`src/rtl/rate_controller_if.sv`:
```
// Control/status bundle between the front-panel logic and the rate controller.
interface rate_controller_if;
  logic [1:0] speed;
  logic       start;
  logic       stop;
  logic       step;
  logic       tick;
  logic       running;
  logic [1:0] speed_active;

  // Drives the requests and observes the status.
  modport master (
    output speed, start, stop, step,
    input  tick, running, speed_active
  );

  // The rate controller itself.
  modport slave (
    input  speed, start, stop, step,
    output tick, running, speed_active
  );
endinterface

```
`src/rtl/rate_controller.sv`:
```
// Tick generator for a display counter: full rate or 4/2/1 Hz derived from
// CLK_HZ, with start/stop/single-step control and a glitch-free registered tick.
module rate_controller #(
  parameter int CLK_HZ = 50000000
) (
  input  logic              clock,
  input  logic              clear_b,
  rate_controller_if.slave  bus
);

  typedef enum logic [1:0] {IDLE, RUN, STEP} state_t;

  // Reload values; the count runs R..0, so a period is R+1 cycles.
  localparam logic [25:0] R_QTR  = 26'(CLK_HZ / 4 - 1);
  localparam logic [25:0] R_HALF = 26'(CLK_HZ / 2 - 1);
  localparam logic [25:0] R_FULL = 26'(CLK_HZ - 1);

  function automatic logic [25:0] reload(input logic [1:0] s);
    case (s)
      2'b00:   reload = '0;
      2'b01:   reload = R_QTR;
      2'b10:   reload = R_HALF;
      default: reload = R_FULL;
    endcase
  endfunction

  state_t      state, state_nxt;
  logic [25:0] count, count_nxt;
  logic        tick_q, tick_nxt;
  logic        running_q;
  logic [1:0]  spd_q, spd_nxt;

  // State and datapath registers; clear_b acts without waiting for a clock.
  always_ff @(posedge clock or negedge clear_b) begin
    if (!clear_b) begin
      state     <= IDLE;
      count     <= '0;
      tick_q    <= 1'b0;
      running_q <= 1'b0;
      spd_q     <= 2'b00;
    end else begin
      state     <= state_nxt;
      count     <= count_nxt;
      tick_q    <= tick_nxt;
      running_q <= (state_nxt == RUN);
      spd_q     <= spd_nxt;
    end
  end

  // Next-state and next-output decode; stop outranks start, start outranks step.
  always_comb begin
    state_nxt = state;
    count_nxt = count;
    tick_nxt  = 1'b0;
    spd_nxt   = spd_q;
    case (state)
      IDLE: begin
        count_nxt = reload(spd_q);
        if (!bus.stop && bus.start) begin
          state_nxt = RUN;
          spd_nxt   = bus.speed;
          count_nxt = reload(bus.speed);
        end else if (!bus.stop && bus.step) begin
          // Tick is registered, so it is high exactly while STEP is held.
          state_nxt = STEP;
          tick_nxt  = 1'b1;
        end
      end
      RUN: begin
        if (bus.stop) begin
          state_nxt = IDLE;
          count_nxt = reload(spd_q);
        end else if (count == '0) begin
          // Period boundary: emit tick and pick up any new speed here only.
          tick_nxt  = 1'b1;
          spd_nxt   = bus.speed;
          count_nxt = reload(bus.speed);
        end else begin
          count_nxt = count - 26'd1;
        end
      end
      STEP: begin
        state_nxt = IDLE;
      end
      default: begin
        state_nxt = IDLE;
      end
    endcase
  end

  assign bus.tick         = tick_q;
  assign bus.running      = running_q;
  assign bus.speed_active = spd_q;

endmodule

```
`src/flat_wrapper.sv`:
```
// flat-port wrapper written by rule: the top's interface ports become plain ports
module rate_controller_flat 
#(
  parameter int CLK_HZ = 50000000
)
  (clock, clear_b, bus_speed, bus_start, bus_stop, bus_step, bus_tick, bus_running, bus_speed_active);
  rate_controller_if bus_i ();
  input  logic clock;
  input  logic clear_b;
  input wire logic [$bits(bus_i.speed)-1:0] bus_speed;
  input wire logic [$bits(bus_i.start)-1:0] bus_start;
  input wire logic [$bits(bus_i.stop)-1:0] bus_stop;
  input wire logic [$bits(bus_i.step)-1:0] bus_step;
  output wire logic [$bits(bus_i.tick)-1:0] bus_tick;
  output wire logic [$bits(bus_i.running)-1:0] bus_running;
  output wire logic [$bits(bus_i.speed_active)-1:0] bus_speed_active;
  assign bus_i.speed = bus_speed;
  assign bus_i.start = bus_start;
  assign bus_i.stop = bus_stop;
  assign bus_i.step = bus_step;
  assign bus_tick = bus_i.tick;
  assign bus_running = bus_i.running;
  assign bus_speed_active = bus_i.speed_active;
  rate_controller #(.CLK_HZ(CLK_HZ)) u_core (.clock(clock), .clear_b(clear_b), .bus(bus_i));
endmodule
```
`config.mk`:
```
export PLATFORM = sky130hd
export DESIGN_NAME = rate_controller_flat
export DESIGN_NICKNAME = d
export VERILOG_FILES = /design/src/rtl/rate_controller_if.sv /design/src/rtl/rate_controller.sv /design/src/flat_wrapper.sv
export SDC_FILE = /design/constraint.sdc
export NUM_CORES = 1
export LEC_CHECK = 0
export ABC_AREA = 1
export CAP_MARGIN = 25
export CORE_ASPECT_RATIO = 0.5
export CORE_MARGIN = 2
export CORE_UTILIZATION = 35
export CTS_CLUSTER_SIZE = 12
export DETAILED_ROUTE_END_ITERATION = 10
export DONT_BUFFER_PORTS = 1
export PLACE_DENSITY = 0.46
export SETUP_SLACK_MARGIN = 0.2
export SYNTH_ARGS = -nofsm -noshare
export SYNTH_HDL_FRONTEND = slang
export SYNTH_SLANG_ARGS = --single-unit
```
`constraint.sdc`:
```
create_clock -name clock -period 2.15 [get_ports clock]
set_clock_uncertainty 0.2 [all_clocks]
set_input_delay 0.5375 -clock clock [delete_from_list [all_inputs] [get_ports clock]]
set_output_delay 0.5375 -clock clock [all_outputs]
set_load 0.01 [all_outputs]
```
==> results of run 1 <==
-- logic make-up (layout without fill, tap and decap cells) --
kind of cell	count (synthesis)	in the layout	share of synthesized area
xor+xnor	10	10	0.0328
buf+inv	60	87	0.0898
flops	32	32	0.299
fa+ha+maj	9	9	0.0421
simple gates	265	267	0.432
compound gates	48	48	0.104
-- final cells by class --
type                       instances  area (µm²)  area share
timing repair inverter             1        8.76     0.00264
tap                               96         120      0.0362
clock buffer                       6         129      0.0389
sequential                        32         802       0.242
inverter                          54         215      0.0649
timing repair buffer              24         199      0.0600
multi-input combinational        334        1810       0.545
clock inverter                     2        35.0      0.0106
-- power groups by stage --
| stage | sequential [mW] | combinational (mW) | clock [mW] |
|---|---|---|---|
| after floorplan | 0.968 | 0.975 | 0 |
| after global placement | 1.04 | 1.32 | 0 |
| after detailed placement | 1.04 | 1.32 | 0 |
| after CTS | 1.04 | 1.39 | 0.843 |
| after global routing | 1.08 | 1.71 | 0.873 |
| final | 1.05 | 1.51 | 0.823 |
-- stage by stage --
stage | setup WS, ns | cells | total power [mW]
floorplan | 0.299 | 424 | 1.94
global placement | 0.101 | 528 | 2.36
detailed placement | 0.0713 | 528 | 2.36
CTS | 0.208 | 545 | 3.27
global route | 0.0416 | 549 | 3.67
finish | 0.164 | 549 | 3.38
-- critical path: cells and delay by family (launching register included) --
kind | cells | cell delay, ns
simple gates | 6 | 0.67
flops | 1 | 0.40
buf+inv | 3 | 0.32
fa+ha+maj | 1 | 0.17
compound gates | 2 | 0.10
-- routing by layer --
layer | share of wire | global-route usage
met5 | 0 | 0
met4 | 0.014 | 0.0632
met3 | 0.059 | 0.0494
met2 | 0.39 | 0.314
met1 | 0.53 | 0.328
-- final timing paths --
path,startpoint,to,slack [ns],depth (start not counted)
hold reg to reg,u_core.count[1],u_core.count[1],0.38,2
max in group asynchronous,clear_b,u_core.count[10],1.05,2
setup reg to reg,u_core.count[1],u_core.count[1],0.16,12
min in group asynchronous,clear_b,u_core.count[3],0.52,2
setup / recovery,u_core.count[1],u_core.count[1],0.16,12
hold / removal,bus_step,u_core.state[1],0.21,2
-- placed cells by master (no fill, tap or decap), types with 2 or more instances in the layout --
master,instances
o211ai_1,2
inv_1,42
clkbuf_16,5
inv_2,11
xor2_1,8
nand2_2,10
nand2_4,5
xnor2_1,2
nand2_1,144
a22oi_2,3
o21ai_0,13
o21ai_1,6
a22oi_1,2
a21oi_2,5
nor2_2,10
ha_1,8
nor2_4,10
nor2_1,54
buf_4,21
dfrtp_1,31
nand2_8,2
nand4_1,5
a21oi_1,12
nand3_2,2
nand3_1,22
-- sequential cells by signal (all words and copies together) (netlist names) --
signal / cells
u_core.bus.running: 1
u_core.bus.tick: 1
u_core.bus.speed_active: 2
u_core.state: 2
u_core.count: 26
-- repair_timing --
action,4_1_cts,5_1_grt
hold buffers,2,0
resized for setup,14,26
pin swaps,4,12
gates cloned,1,2
endpoints found under the setup margin,24,27
hold endpoints to repair,32,0
setup buffers,6,2
==> results_dict.tcl, run 1 <==
set metrics [dict create \
    run_status "complete, no violations" \
    io_buffers 0 \
    num_rows 22 \
    slew_headroom 0.712 \
    wl_um 8360 \
    design_area_um2 3320 \
    worst_setup_path_start_kind "register" \
    remaining_drc_errors 0 \
    seqPwrFrac 0.311 \
    diodes 0 \
    synth_edf_count 0 \
    avgSynthCellArea_um2 6.31 \
    path_clk_slew_ns 0.06 \
    root_buffer "clkbuf_16" \
    routed_via_density 4.96 \
    critical_path_arrival_ns 1.94 \
    clockBufferDepth 2 \
    p_sw_frac 0.435 \
    grt.total_usage 0.219 \
    worst_setup_path_end_kind "register" \
    clk_latency_ns 0.29 \
    grt_first_pass_wirelength_um 13800 \
    syn_area_um2 2670 \
    synth_cells 424 \
    synth.area.top_cells "dfrtp_1 30%, nand2_1 21%, nor2_1 8.0%" \
    worstSetupPathType "reg -> reg" \
    num_vias 2724 \
    synth_ff_type "dfrtp_1" \
    final_util 0.450 \
    finalCritPeriodShare 0.924 \
    min_path_type "in -> reg" \
    finalMaxSlewViolations 0 \
    grt_pass1_vias 2607 \
    synth_top_area_cell "dfrtp_1" \
    cpPeakStageDelay_ns 0.40 \
    finalSetupViolCount 0 \
    leakage_nw 1.67 \
    place_congestion 0.897 \
    area_growth_pct 24.1 \
    core-area_um2 7380 \
    grt_max_degree 33 \
    cts_max_level 2 \
    hpwlAfterDp_um 6200 \
    antenna_left 0 \
    die_w_um 128 \
    syn_nets 440 \
    min_period_ns 1.99 \
    p_clk_frac 0.244 \
    synthArstFlopShare 1.00 \
    yosysMostFrequentCell "nand2_1" \
    cts_tree "yes" \
    die_area_um2 8400 \
    p_int_mw 1.91 \
    wl_per_cell_um 15.2 \
    holdWs_ns 0.211 \
    hold_violations 0 \
    max_cap_violations 0 \
    synth_top_cells_by_count "153 x nand2_1, 57 x nor2_1, 44 x inv_1" \
    dpl_cell_area_um2 2870 \
    tightest_slew_ns 0.427 \
    powerDensity_nw_per_um2 1020 \
    synth_cell_types 30 \
    drt_iter0_drc 202 \
    rsz0062_at_grt "yes" \
    antenna_found_initial 0 \
    cts_sinks 32 \
    n_fill_cell 807 \
    start_util 0.362 \
    worstPathRequired_ns 2.11 \
    drt_pass1_iterations 4 \
    fp.dieH_um 65.8 \
    drive_above_1_share 0.212 \
    path_cells "inv_2 -> ha_4 -> nand2_4 -> nor2_4 -> nand2_4 -> nor2_4 -> nand2_8 -> clkinv_8 -> buf_4 -> o21ai_2 -> nand2_1 -> a21oi_2" \
    cts_buffers 5 \
    ys_ff_latch 32 \
    crit_fanout 8 \
    setup_tns_ns 0 \
    final_nets 468 \
    p_comb_frac 0.446 \
    ys_warn_count 0 \
    irDropWorstVdd_v 0.000365 \
    ys_seq_area_frac 0.299 \
    overflow 0 \
    io_pins 11 \
    crit_slowest_cell "dfrtp_1" \
    synth_top_area_share 0.299 \
    fmax_ghz 0.504 \
    power.switching_mw 1.47 \
]
Note: power is estimated with default switching activity, not from simulation.
==> run 2, diff against run 1 <==
--- a/config.mk
+++ b/config.mk
@@ -8,11 +8,12 @@
 export ABC_AREA = 1
 export CAP_MARGIN = 25
 export CORE_ASPECT_RATIO = 0.5
-export CORE_MARGIN = 2
+export CORE_MARGIN = 10
 export CORE_UTILIZATION = 35
 export CTS_CLUSTER_SIZE = 12
 export DETAILED_ROUTE_END_ITERATION = 10
 export DONT_BUFFER_PORTS = 1
+export GPL_ROUTABILITY_DRIVEN = 1
 export PLACE_DENSITY = 0.46
 export SETUP_SLACK_MARGIN = 0.2
 export SYNTH_ARGS = -nofsm -noshare
==> run 2 against run 1 <==
Compared with the run above: non-clock buffer count rose by 6; core utilization rose by 0.68 points; highest routed layer unchanged; global-route usage fell by 6.8 points.
==> results_dict.tcl, run 2 (same netlist as run 1, synthesis figures left out) <==
set metrics [dict create \
    drt_pass1_iterations 5 \
    antenna_left 0 \
    wl_met2_um 3390 \
    finalCritPeriodShare 0.918 \
    drt_iter0_drc 166 \
    cpPeakStageDelay_ns 0.38 \
    grt_pass1_vias 2580 \
    grt_max_degree 33 \
    hpwlAfterDp_um 6440 \
    die_w_um 144 \
    final_nets 474 \
    tightest_slew_ns 0.392 \
    critical_path_arrival_ns 1.92 \
    num_rows 22 \
    r2r_cells 12 \
    cts_sinks 32 \
    largest-register "u_core.count" \
    rsz0062_at_grt "yes" \
    clockBufferDepth 2 \
    wl_met3_um 666 \
    worstSetupPathType "reg -> reg" \
    io_pins 11 \
    max_cap_violations 0 \
    min-delay-start "bus_step" \
    worst_setup_path_start_kind "register" \
    irDropWorstVdd_v 0.000354 \
    die_area_um2 11700 \
    min_to "u_core.state[1]" \
    min_period_ns 1.97 \
    holdWs_ns 0.220 \
    antenna_found_initial 0 \
    crit_slowest_cell "dfrtp_1" \
    n_fill_cell 785 \
    path_clk_slew_ns 0.06 \
    routed.top_layer "met4" \
    worstPathRequired_ns 2.10 \
    min_path_type "in -> reg" \
    run_status "complete, no violations" \
    path_cells "inv_2 -> ha_4 -> nand2_4 -> nor2_4 -> nand2_4 -> nor2_4 -> nand2_8 -> buf_4 -> o21ai_0 -> nand2_1 -> nand2_1 -> a22oi_1" \
    remaining_drc_errors 0 \
    root_buffer "clkbuf_16" \
    grt_first_pass_wirelength_um 13800 \
    met1_length_um 4450 \
    cts_buffers 5 \
    finalMaxSlewViolations 0 \
    ff2ff_setup_slack_ns 0.18 \
    final_util 0.456 \
    wl_per_cell_um 15.6 \
    r2r_start "u_core.count[0]" \
    num_vias 2759 \
    crit_fanout 8 \
    largest_reg_flops 26 \
    layout_commonest_cell "nand2_1" \
    worst_setup_path_end_kind "register" \
    clk_latency_ns 0.28 \
    slew_headroom 0.736 \
    core-area_um2 7380 \
    cts_tree "yes" \
    routed_via_density 4.97 \
    finalSetupViolCount 0 \
    area_growth_pct 25.9 \
    overflow 0 \
    setup_tns_ns 0 \
    cts_max_level 2 \
    place_congestion 0.905 \
    wl_um 8640 \
    layout_common_cells "146 x nand2_1, 50 x nor2_1, 42 x inv_1, 31 x dfrtp_1, 28 x buf_4" \
    critical_path_buf_inv_count 2 \
    hold_depth 2 \
    fp.dieH_um 81.8 \
    powerDensity_nw_per_um2 1030 \
    io_buffers 0 \
    start_util 0.362 \
    hold_violations 0 \
    r2r_end "u_core.count[3]" \
    finalPower_mw 3.48 \
    fmax_ghz 0.507 \
    diodes 0 \
    drive_above_1_share 0.224 \
    grt.total_usage 0.152 \
    leakage_nw 1.71 \
    path_delay_family "simple AND/OR/NAND/NOR gates" \
]
-- run 2: cell types whose count changed in the layout (fill, tap and decap cells not counted), sizes merged --
cell,previous run,this run
buf,23,29
clkbuf,6,7
clkinv,2,1
-- run 2: metal layers --
| metal | vias up | GRT usage |
|---|---|---|
| met4 | 0 | 0.0385 |
| met3 | 17 | 0.0507 |
| met2 | 85 | 0.216 |
| met1 | 1254 | 0.213 |
| li1 | 1403 | - |
| met5 | - | 0 |
-- run 2: area by class of cell --
cell class | count | area, µm² | share of cell area
clock buffers | 7 | 153 | 0.0453
repair inverters | 1 | 8.76 | 0.00260
multi-input cells | 334 | 1800 | 0.534
flip-flops and latches | 32 | 802 | 0.238
repair buffers | 30 | 240 | 0.0713
well taps | 96 | 120 | 0.0357
inverters | 54 | 215 | 0.0639
clock inverters | 1 | 30.0 | 0.00892
-- run 2: stage by stage --
step | cell area (µm²) | setup slack, ns | instances
CTS | 3260 | 0.212 | 551
detailed placement | 2890 | 0.0573 | 531
finish | 3370 | 0.177 | 555
global placement | 2890 | 0.0918 | 531
floorplan | 2670 | 0.299 | 424
global route | 3370 | 0.0649 | 555
-- run 2: how the worst max path moves through the flow --
stage | startpoint | to | slack, ns | cells after the start
2_1_floorplan | u_core.count[0] | u_core.count[15] | 0.30 | 14
3_5_place_dp | u_core.count[0] | u_core.count[1] | 0.06 | 12
6_report | u_core.count[0] | u_core.count[3] | 0.18 | 12
4_1_cts | u_core.count[14] | u_core.count[3] | 0.21 | 11
5_1_grt | u_core.count[1] | u_core.count[0] | 0.06 | 12
3_3_place_gp | u_core.count[0] | u_core.count[1] | 0.09 | 12
-- run 2: report_power, final --
part           internal, mW  total, mW  switching (mW)
clock                 0.610      0.882           0.272
sequential            0.784       1.04           0.260
combinational         0.598       1.55           0.952
-- run 2: timing repair --
action | 4_1_cts | 5_1_grt
hold buffers | 2 | 0
endpoints found under the setup margin | 24 | 24
hold endpoints to repair | 32 | 0
buffers inserted | 9 | 2
cloned | 1 | 2
resized for setup | 17 | 21
pin swaps | 6 | 9
-- run 2: worst register-to-register path, cell delays in order (launching register included) --
cell and delay (ns):
dfrtp_1 0.38, inv_2 0.08, ha_4 0.17, nand2_4 0.06
nor2_4 0.12, nand2_4 0.08, nor2_4 0.20, nand2_8 0.14
buf_4 0.17, o21ai_0 0.06, nand2_1 0.07, nand2_1 0.05
a22oi_1 0.06
